## src/rtl/rf_pkg.sv

```systemverilog
// rtl/rf_pkg.sv - shared sizing constants for the scoreboarded register file
package rf_pkg;
  localparam int RF_XLEN     = 32;
  localparam int RF_NREG     = 32;
  localparam int RF_AW       = 5;
  localparam int RF_NRD      = 2;
  localparam int RF_CNTW     = 2;
  localparam int RF_ZERO_IDX = 0;
endpackage

```

## src/rtl/rf_pend_cnt.sv

```systemverilog
// rtl/rf_pend_cnt.sv - per-register pending-write counter with flush
module rf_pend_cnt #(
  parameter int CNTW = 2
) (
  input  logic            i_clk,
  input  logic            i_rst_n,
  input  logic            i_inc,
  input  logic            i_dec_req,
  input  logic            i_flush,
  output logic [CNTW-1:0] o_cnt
);
  logic [CNTW-1:0] r_cnt;
  logic            w_dec;

  // A writeback with nothing pending is a stray and must not wrap the count.
  assign w_dec = i_dec_req && (r_cnt != '0);

  always_ff @(posedge i_clk or negedge i_rst_n) begin
    if (!i_rst_n) begin
      r_cnt <= '0;
    end else if (i_flush) begin
      r_cnt <= '0;
    end else if (i_inc && !w_dec) begin
      r_cnt <= r_cnt + 1'b1;
    end else if (w_dec && !i_inc) begin
      r_cnt <= r_cnt - 1'b1;
    end
  end

  assign o_cnt = r_cnt;
endmodule

```

## src/rtl/regfile_sb.sv

```systemverilog
// rtl/regfile_sb.sv - multi-port register file with write bypass and pending-write scoreboard
module regfile_sb
  import rf_pkg::*;
#(
  parameter int XLEN = RF_XLEN,
  parameter int NREG = RF_NREG,
  parameter int AW   = RF_AW,
  parameter int NRD  = RF_NRD,
  parameter int CNTW = RF_CNTW
) (
  input  logic              i_clk,
  input  logic              i_rst_n,
  input  logic [NRD*AW-1:0] i_ra,
  output logic [NRD*XLEN-1:0] o_rd,
  output logic [NRD-1:0]    o_rd_rdy,
  input  logic              i_we,
  input  logic [AW-1:0]     i_wa,
  input  logic [XLEN-1:0]   i_wd,
  input  logic              i_iss_v,
  input  logic [AW-1:0]     i_iss_rd,
  output logic              o_iss_full,
  input  logic              i_flush
);
  localparam logic [AW-1:0] ZERO = AW'(RF_ZERO_IDX);

  logic [XLEN-1:0] r_regs [NREG];
  logic [CNTW-1:0] w_cnt  [NREG];
  logic            w_wr_ok;

  assign w_wr_ok = i_we && (i_wa != ZERO);

  always_ff @(posedge i_clk or negedge i_rst_n) begin
    if (!i_rst_n) begin
      for (int k = 0; k < NREG; k++) begin
        r_regs[k] <= '0;
      end
    end else if (w_wr_ok) begin
      r_regs[i_wa] <= i_wd;
    end
  end

  // A full destination may still accept an issue if its writeback lands this same cycle.
  assign o_iss_full = i_iss_v && (i_iss_rd != ZERO) && (w_cnt[i_iss_rd] == '1)
                      && !(i_we && (i_wa == i_iss_rd));

  assign w_cnt[0] = '0;

  for (genvar r = 1; r < NREG; r++) begin : g_cnt
    logic w_inc;
    assign w_inc = i_iss_v && (i_iss_rd == AW'(r)) && !o_iss_full;
    rf_pend_cnt #(.CNTW(CNTW)) u_cnt (
      .i_clk     (i_clk),
      .i_rst_n   (i_rst_n),
      .i_inc     (w_inc),
      .i_dec_req (i_we && (i_wa == AW'(r))),
      .i_flush   (i_flush),
      .o_cnt     (w_cnt[r])
    );
  end

  for (genvar i = 0; i < NRD; i++) begin : g_rd
    logic [AW-1:0] w_ra;
    logic          w_byp;
    assign w_ra  = i_ra[i*AW +: AW];
    assign w_byp = w_wr_ok && (i_wa == w_ra);
    assign o_rd[i*XLEN +: XLEN] = (w_ra == ZERO) ? '0 :
                                  w_byp          ? i_wd : r_regs[w_ra];
    assign o_rd_rdy[i] = (w_ra == ZERO) || (w_cnt[w_ra] == '0) ||
                         ((w_cnt[w_ra] == CNTW'(1)) && i_we && (i_wa == w_ra));
  end
endmodule
```

## config.mk

```make
export PLATFORM = sky130hd
export DESIGN_NAME = regfile_sb
export DESIGN_NICKNAME = d
export VERILOG_FILES = /design/src/rtl/rf_pkg.sv /design/src/rtl/rf_pend_cnt.sv /design/src/rtl/regfile_sb.sv
export SDC_FILE = /design/constraint.sdc
export NUM_CORES = 2
export LEC_CHECK = 0
export CELL_PAD_IN_SITES_DETAIL_PLACEMENT = 1
export CELL_PAD_IN_SITES_GLOBAL_PLACEMENT = 2
export CORE_ASPECT_RATIO = 0.5
export CORE_MARGIN = 2
export CORE_UTILIZATION = 45
export CTS_CLUSTER_DIAMETER = 50
export DETAILED_ROUTE_END_ITERATION = 12
export HOLD_SLACK_MARGIN = 0.15
export PLACE_DENSITY = 0.81
export SLEW_MARGIN = 20
export SYNTH_ARGS = -nofsm -noshare
export SYNTH_HDL_FRONTEND = slang
export SYNTH_SLANG_ARGS = --single-unit
```

## constraint.sdc

```tcl
create_clock -name i_clk -period 5.3 [get_ports i_clk]
set_input_delay 1.325 -clock i_clk [delete_from_list [all_inputs] [get_ports i_clk]]
set_output_delay 1.325 -clock i_clk [all_outputs]
set_load 0.005 [all_outputs]
```

After elaboration in Yosys (flattened, before gate mapping)
Index checks and enable logic that the tools add are counted.
{"block": "op_classes", "bitwise_logic": 4, "addsub": 62, "div": 0, "n_shift": 0, "reduce_logical": 334, "n_mul": 0, "eq_ne": 68, "mux": 115, "order_cmp": 5}
{"cell": "1024-bit bitwise mux", "count": 1}
{"cell": "32-bit binary-select mux with 5-bit select", "count": 2}
{"cell": "32-bit two-way mux", "count": 9}
{"cell": "1-bit logical AND", "count": 198}
{"cell": "2-bit two-way mux", "count": 99}
{"cell": "32-bit demux with 5-bit select", "count": 1}
{"cell": "5-bit equality test, second input constant", "count": 32}
{"cell": "3-bit nonzero test", "count": 31}
{"cell": "5-bit by 4-bit equality test with 1-bit output, second input constant", "count": 16}
{"cell": "1-bit logical NOT", "count": 64}
{"cell": "2-bit by 1-bit adder with 2-bit output, second input constant", "count": 31}
{"cell": "2-bit nonzero test", "count": 31}
{"cell": "2-bit by 1-bit subtractor with 2-bit output, second input constant", "count": 31}
{"cell": "5-bit by 3-bit equality test with 1-bit output, second input constant", "count": 8}
{"cell": "2-bit binary-select mux with 5-bit select", "count": 3}
{"cell": "6-bit >= comparator, second input constant", "count": 4}
{"cell": "5-bit inverter with 6-bit output", "count": 4}
{"cell": "5-bit by 2-bit equality test with 1-bit output, second input constant", "count": 4}
{"cell": "5-bit equality test", "count": 3}
{"cell": "5-bit by 1-bit equality test with 1-bit output, second input constant", "count": 2}
{"cell": "5-bit logical NOT", "count": 2}
{"cell": "5-bit nonzero test", "count": 2}
{"cell": "6-bit by 1-bit less-than comparator with 1-bit output, second input constant", "count": 1}
{"cell": "2-bit by 1-bit equality test with 1-bit output, second input constant", "count": 2}
{"cell": "3 further kinds", "count": 7}
{"block": "word_totals", "latchBits": 0, "n_memories": 0, "elab_cells": 651, "register_bits": 1086, "out_inout_bits": 67, "inputBits": 57, "romBits": 0, "mem_bits_rw": 0}

Longest topological paths before layout
{"block": "depth", "ltp_word": 14, "mapped_depth": 9, "mapped_depth_nobuf": 6}

Hierarchy
A second synthesis with hierarchy kept.
{"block": "unflattened", "hier_cells": 4536, "hier_area_um2": 60377.9}
{"module": "regfile_sb", "cells_each": 4137, "seq_area_each_um2": 25624.6, "n_inst": 1, "area_each_um2": 56436.6}
{"module": "rf_pend_cnt (g_cnt[10].u_cnt ...)", "cells_each": 13, "seq_area_each_um2": 50.0, "n_inst": 27, "area_each_um2": 127.6}
{"module": "rf_pend_cnt (g_cnt[6].u_cnt ...)", "cells_each": 12, "seq_area_each_um2": 50.0, "n_inst": 4, "area_each_um2": 123.9}

Least setup slack after synthesis
Ideal clock, no wire load.
{"block": "synth_path", "path_kind": "input to output", "start": "input i_ra[0]", "end": "output o_rd_rdy[0]", "setup_slack_ns": 0.748, "stages": 7, "t_arrival_ns": 3.227, "path_buffers": 3, "cell_sequence": "clkbuf_1 -> buf_2 -> buf_2 -> mux4_2 -> mux4_2 -> a211oi_1 -> a21o_1"}
{"block": "synth_between", "elab_chain_cells": 8, "word_cells_on_any_way": 12}
{"item": "from (decl)", "line_no": "regfile_sb.sv:13", "source": "input logic [NRD*AW-1:0] i_ra,"}
{"item": "5-bit inverter with 6-bit output (not written as such)", "line_no": "regfile_sb.sv:68, regfile_sb.sv:69"}
{"item": "2-bit binary-select mux with 5-bit select", "line_no": "regfile_sb.sv:68, regfile_sb.sv:69"}
{"item": "2-bit two-way mux (not written as such) (2 in series)", "line_no": "regfile_sb.sv:68, regfile_sb.sv:69"}
{"item": "2-bit by 1-bit equality test with 1-bit output", "line_no": "regfile_sb.sv:69", "source": "((w_cnt[w_ra] == CNTW'(1)) && i_we && (i_wa == w_ra));"}
{"item": "1-bit logical AND (2 in series)", "line_no": "regfile_sb.sv:69"}
{"item": "1-bit logical OR *", "line_no": "regfile_sb.sv:68", "source": "assign o_rd_rdy[i] = (w_ra == ZERO) || (w_cnt[w_ra] == '0) ||"}
{"item": "to (decl)", "line_no": "regfile_sb.sv:15", "source": "output logic [NRD-1:0] o_rd_rdy,"}
Mark *: on every way between the ends. The rest lies on a longest branch, timed or not. The select of a mux whose other input is x is not followed.

Final worst setup path
{"block": "layout_path", "start": "input i_ra[0]", "end": "output o_rd[29]"}
{"block": "layout_between", "elab_chain_cells": 6, "word_cells_on_any_way": 9}
{"item": "5-bit inverter with 6-bit output (not written as such)", "line_no": "regfile_sb.sv:67", "source": "w_byp ? i_wd : r_regs[w_ra];"}
{"item": "32-bit binary-select mux with 5-bit select", "line_no": "regfile_sb.sv:67"}
{"item": "32-bit two-way mux (not written as such) (2 in series)", "line_no": "regfile_sb.sv:67"}
{"item": "32-bit two-way mux", "line_no": "regfile_sb.sv:67"}
{"item": "32-bit two-way mux *", "line_no": "regfile_sb.sv:66", "source": "assign o_rd[i*XLEN +: XLEN] = (w_ra == ZERO) ? '0 :"}
{"item": "to (decl)", "line_no": "regfile_sb.sv:14", "source": "output logic [NRD*XLEN-1:0] o_rd,"}
Marked as above.

==> impl_results.md <==
- Register area: 27200 sq um
- IO Count: 124
- TritonCTS clock tree: yes
- Number of levels in the clock H-tree: 3
- Number of cells in the design after placement: 6467
- Register clock-pin slew on the reported worst setup and hold paths: 50 ps
- Setup repair after global routing missed its margin: yes
- Starting DRC count in detailed routing: 5378
- Via count: 44000
- Switching power as a share of total power: 28.5%
- Top achievable clock speed: 190 MHz
- Clk_skew: 16.5 ps
- Slew Viols, Final: 0
- Area growth from synthesis to layout: 15.2%
- GR Overflow Total: 0
- Fraction of power consumed by sequential logic: 44.1%
- Wire length of the first global-routing pass: 326000 um
- Post-Synthesis Cells: 4743
- Seq/Total Area, Yosys: 45.4%
- Peak supply drop: 0.000268 V
- Data arrival time of the critical path: 3950 ps
- Number of buffers on the longest clock path: 3
- Core region area: 132000 sq um
- Residual DRC: 0
- Clock network power share: 33.8%
- Synth Net Count: 4800
- Total power divided by cell area: 358 nW/um^2
- Fraction of final layout cells with drive strength greater than 1: 38.1%
- Drt via density: 6.58
- Hold Crit Class: reg2reg
- Cell area after synthesis: 59900 sq um
- P_leak: 30.7 nW
- Worst slack after detailed placement: -163 ps
- Switching Power: 7.04 mW
- Clock insertion delay at the later pin of the skew report: 710 ps
- Worst Hold Margin: 398 ps
- Library cells used by synthesis: 59
- Headroom to the max-slew limit: 23.4%
- Element type at the critical path start: input port
- Initial core utilization: 45.5%
- Vias in the first global route: 46657
- Internal: 17.7 mW
- PortBufs: 123
- Routed WL per cell: 33.3 um
- First-pass iteration count of the detailed router: 5
- Number of enable flip-flop cells after synthesis: 0
- Final hold viol count: 0
- Ys flop type: sky130_fd_sc_hd__dfrtp_1
- Combinational share of power: 22.1%
- Asr flop ratio synth: 100%
- Master cell of the clock root buffer: sky130_fd_sc_hd__clkbuf_16
- Detail Route Antenna Nets: 0
- Pin count of the biggest net entering global routing: 142
- Row cnt: 94
- Synthesis-stage register bit count: 1086
- Average cell area after synthesis: 12.6 sq um
- Minimum setup slack in the final design: 26.0 ps
- Net count of the finished layout: 4875
- Total of max-cap violations: 0
- Final weighted congestion in routability-driven placement: 0.861
- Worst-path fanout max: 14
- Floorplan die height: 262 um
- Setup CP Type: in2out
- Number of CTS-inserted buffers: 107
- Detailed Route WL: 223000 um
- Layout fillers: 12965
- Transition time at the pin with the least slew margin: 1150 ps
- Data required, critical path: 3970 ps
- Post-detail-place hpwl: 134000 um
- Endpoints failing setup: 0
- Die width: 520 um
- Crit path time final: 5270 ps
- Initial antenna violation count: 5
- Number of sinks driven by the clock tree: 1086
- GR Util All Layers: 32.9%
- Kind of capture point of the worst setup path: primary output
- Final period util: 99.5%
- Result of the run: finished, final reports clean
- Floorplan die area: 136000 sq um
- Count of yosys warnings during synthesis: 0
- Final Instance Count excl. Fillers: 6682
- Multi-input gate area: 31000 sq um
- Number of hold buffers added after cts: 0
==> layout make-up <==
type                            instances  area share, %
Timing Repair Buffer                  447           6.89
Antenna cell                            1        0.00363
Clock inverter                         52          0.972
Sequential cell                      1086           39.4
Inverter                                3         0.0163
Multi-Input combinational cell       3173           45.0
Clock buffer                          144           4.49
Tap cell                             1776           3.22
==> final timing paths <==
kind / start / endpoint / slack [ps] / cells past startpoint
max: i_ra[0] / o_rd[29] / 30 / 9
min: r_regs[1016]$_DFFE_PN0P_ / r_regs[1016]$_DFFE_PN0P_ / 400 / 0
max reg2reg: g_cnt[31].u_cnt.o_cnt[0]$_DFFE_PN0P_ / g_cnt[28].u_cnt.o_cnt[0]$_DFFE_PN0P_ / 2820 / 7
min reg2reg: r_regs[1016]$_DFFE_PN0P_ / r_regs[1016]$_DFFE_PN0P_ / 400 / 0
max in group asynchronous: i_rst_n / r_regs[650]$_DFFE_PN0P_ / 3390 / 2
min in group asynchronous: i_rst_n / r_regs[796]$_DFFE_PN0P_ / 610 / 1
==> synthesized netlist by cell type, types with 4 or more instances <==
library cell	instances	area share, %
sky130_fd_sc_hd__a211oi_1	78	0.98
sky130_fd_sc_hd__a21oi_1	53	0.44
sky130_fd_sc_hd__a22o_1	4	0.058
sky130_fd_sc_hd__a31o_2	4	0.058
sky130_fd_sc_hd__a31oi_1	6	0.063
sky130_fd_sc_hd__and2_1	25	0.26
sky130_fd_sc_hd__and3_1	6	0.063
sky130_fd_sc_hd__and3b_1	5	0.073
sky130_fd_sc_hd__buf_1	22	0.14
sky130_fd_sc_hd__buf_2	99	0.83
sky130_fd_sc_hd__buf_4	6	0.075
sky130_fd_sc_hd__clkbuf_1	353	2.2
sky130_fd_sc_hd__dfrtp_1	1086	45
sky130_fd_sc_hd__mux2_2	581	11
sky130_fd_sc_hd__mux2i_1	67	1.1
sky130_fd_sc_hd__mux4_2	680	26
sky130_fd_sc_hd__nand2_1	1309	8.2
sky130_fd_sc_hd__nand2b_1	9	0.094
sky130_fd_sc_hd__nand3_1	11	0.092
sky130_fd_sc_hd__nand3b_1	6	0.075
sky130_fd_sc_hd__nand4_1	13	0.14
sky130_fd_sc_hd__nor2_1	148	0.93
sky130_fd_sc_hd__nor2b_1	16	0.17
sky130_fd_sc_hd__nor3_1	8	0.067
sky130_fd_sc_hd__nor3b_1	15	0.19
sky130_fd_sc_hd__nor4_1	4	0.042
sky130_fd_sc_hd__o2111ai_1	5	0.073
sky130_fd_sc_hd__o211ai_2	7	0.15
sky130_fd_sc_hd__o21ai_0	33	0.28
sky130_fd_sc_hd__o41ai_1	8	0.12
sky130_fd_sc_hd__or3b_2	5	0.073
sky130_fd_sc_hd__xnor2_1	13	0.19
sky130_fd_sc_hd__xor2_1	18	0.26
==> cells by family (layout without fill, tap and decap cells) <==
kind of cell,after synthesis,after routing,share of synthesized area [%]
DFF,1086,1086,45.4
AOI/OAI and AO/OA,225,225,2.66
buffers and inverters,484,646,3.29
muxes,1329,1329,37.6
other,0,1,0
and+or+nand+nor,1588,1588,10.6
xor gates and xnor gates,31,31,0.453
==> sequential cells by signal, summed over array words and instances, names as in the netlist <==
register,flops
g_cnt.u_cnt.o_cnt,62
r_regs,1024
==> power by group through the flow <==
stage          combinational, mW  clock [mW]  sequential (mW)
2_1_floorplan               3.66           0             10.5
3_3_place_gp                5.18           0             10.8
3_5_place_dp                5.37           0             11.0
4_1_cts                     5.44        8.42             10.8
5_1_grt                     5.82        8.75             11.1
6_report                    5.46        8.34             10.9
==> stage by stage <==
| stage | total power, mW | TNS (ps) | util, % | instance area, sq um |
|---|---|---|---|---|
| 4_1_cts | 24.7 | 0 | 52.2 | 68800 |
| 5_1_grt | 25.6 | -46.1 | 52.4 | 69000 |
| 6_report | 24.7 | 0 | 52.4 | 69000 |
| 3_5_place_dp | 16.4 | -1090 | 49.2 | 64800 |
| 2_1_floorplan | 14.2 | 0 | - | 59900 |
| 3_3_place_gp | 16.0 | -1010 | 49.2 | 64800 |
==> layer usage <==
metal	track usage, %	part of all wire [%]	up-vias
li1	-	-	17396
met1	47.4	42	24036
met2	50.1	45	2150
met3	7.55	9.5	408
met4	9.86	3.1	10
met5	0	0.026	-
==> timing repair <==
action	4_1_cts	5_1_grt
gates resized for setup	15	19
gates cloned	2	0
endpoints found under the setup margin	34	29
buffers inserted	6	10
endpoints found under the hold margin	0	0
==> worst max-delay path, stage by stage <==
cell and delay (ps):
sky130_fd_sc_hd__buf_16 180, sky130_fd_sc_hd__buf_12 190, sky130_fd_sc_hd__buf_12 160, sky130_fd_sc_hd__mux4_2 520, sky130_fd_sc_hd__mux4_2 480, sky130_fd_sc_hd__mux2i_2 260, sky130_fd_sc_hd__a211oi_1 120, sky130_fd_sc_hd__buf_4 160
sky130_fd_sc_hd__clkdlybuf4s50_1 490
==> cells in the final DEF (no fill, tap or decap), drive strengths merged, types with 6 or more instances in the layout <==
| cell | Yosys | layout |
|---|---|---|
| nand2 | 1309 | 1309 |
| dfrtp | 1086 | 1086 |
| mux4 | 680 | 680 |
| mux2 | 582 | 582 |
| buf | 128 | 335 |
| nor2 | 148 | 148 |
| clkbuf | 353 | 144 |
| clkdlybuf4s50 | 0 | 106 |
| a211oi | 79 | 79 |
| mux2i | 67 | 67 |
| a21oi | 53 | 53 |
| o21ai | 33 | 33 |
| clkinv | 0 | 26 |
| and2 | 25 | 25 |
| xor2 | 18 | 18 |
| nor2b | 16 | 16 |
| nor3b | 15 | 15 |
| xnor2 | 13 | 13 |
| nand4 | 13 | 13 |
| bufinv | 0 | 12 |
| nand3 | 11 | 11 |
| clkinvlp | 0 | 10 |
| nand2b | 9 | 9 |
| o41ai | 9 | 9 |
| nor3 | 8 | 8 |
| o211ai | 8 | 8 |
| o2111ai | 7 | 7 |
| a31o | 7 | 7 |
| inv | 3 | 7 |
| nand3b | 6 | 6 |
| a31oi | 6 | 6 |
| and3 | 6 | 6 |
| or3b | 6 | 6 |
Power figures use the tool's default switching activity.
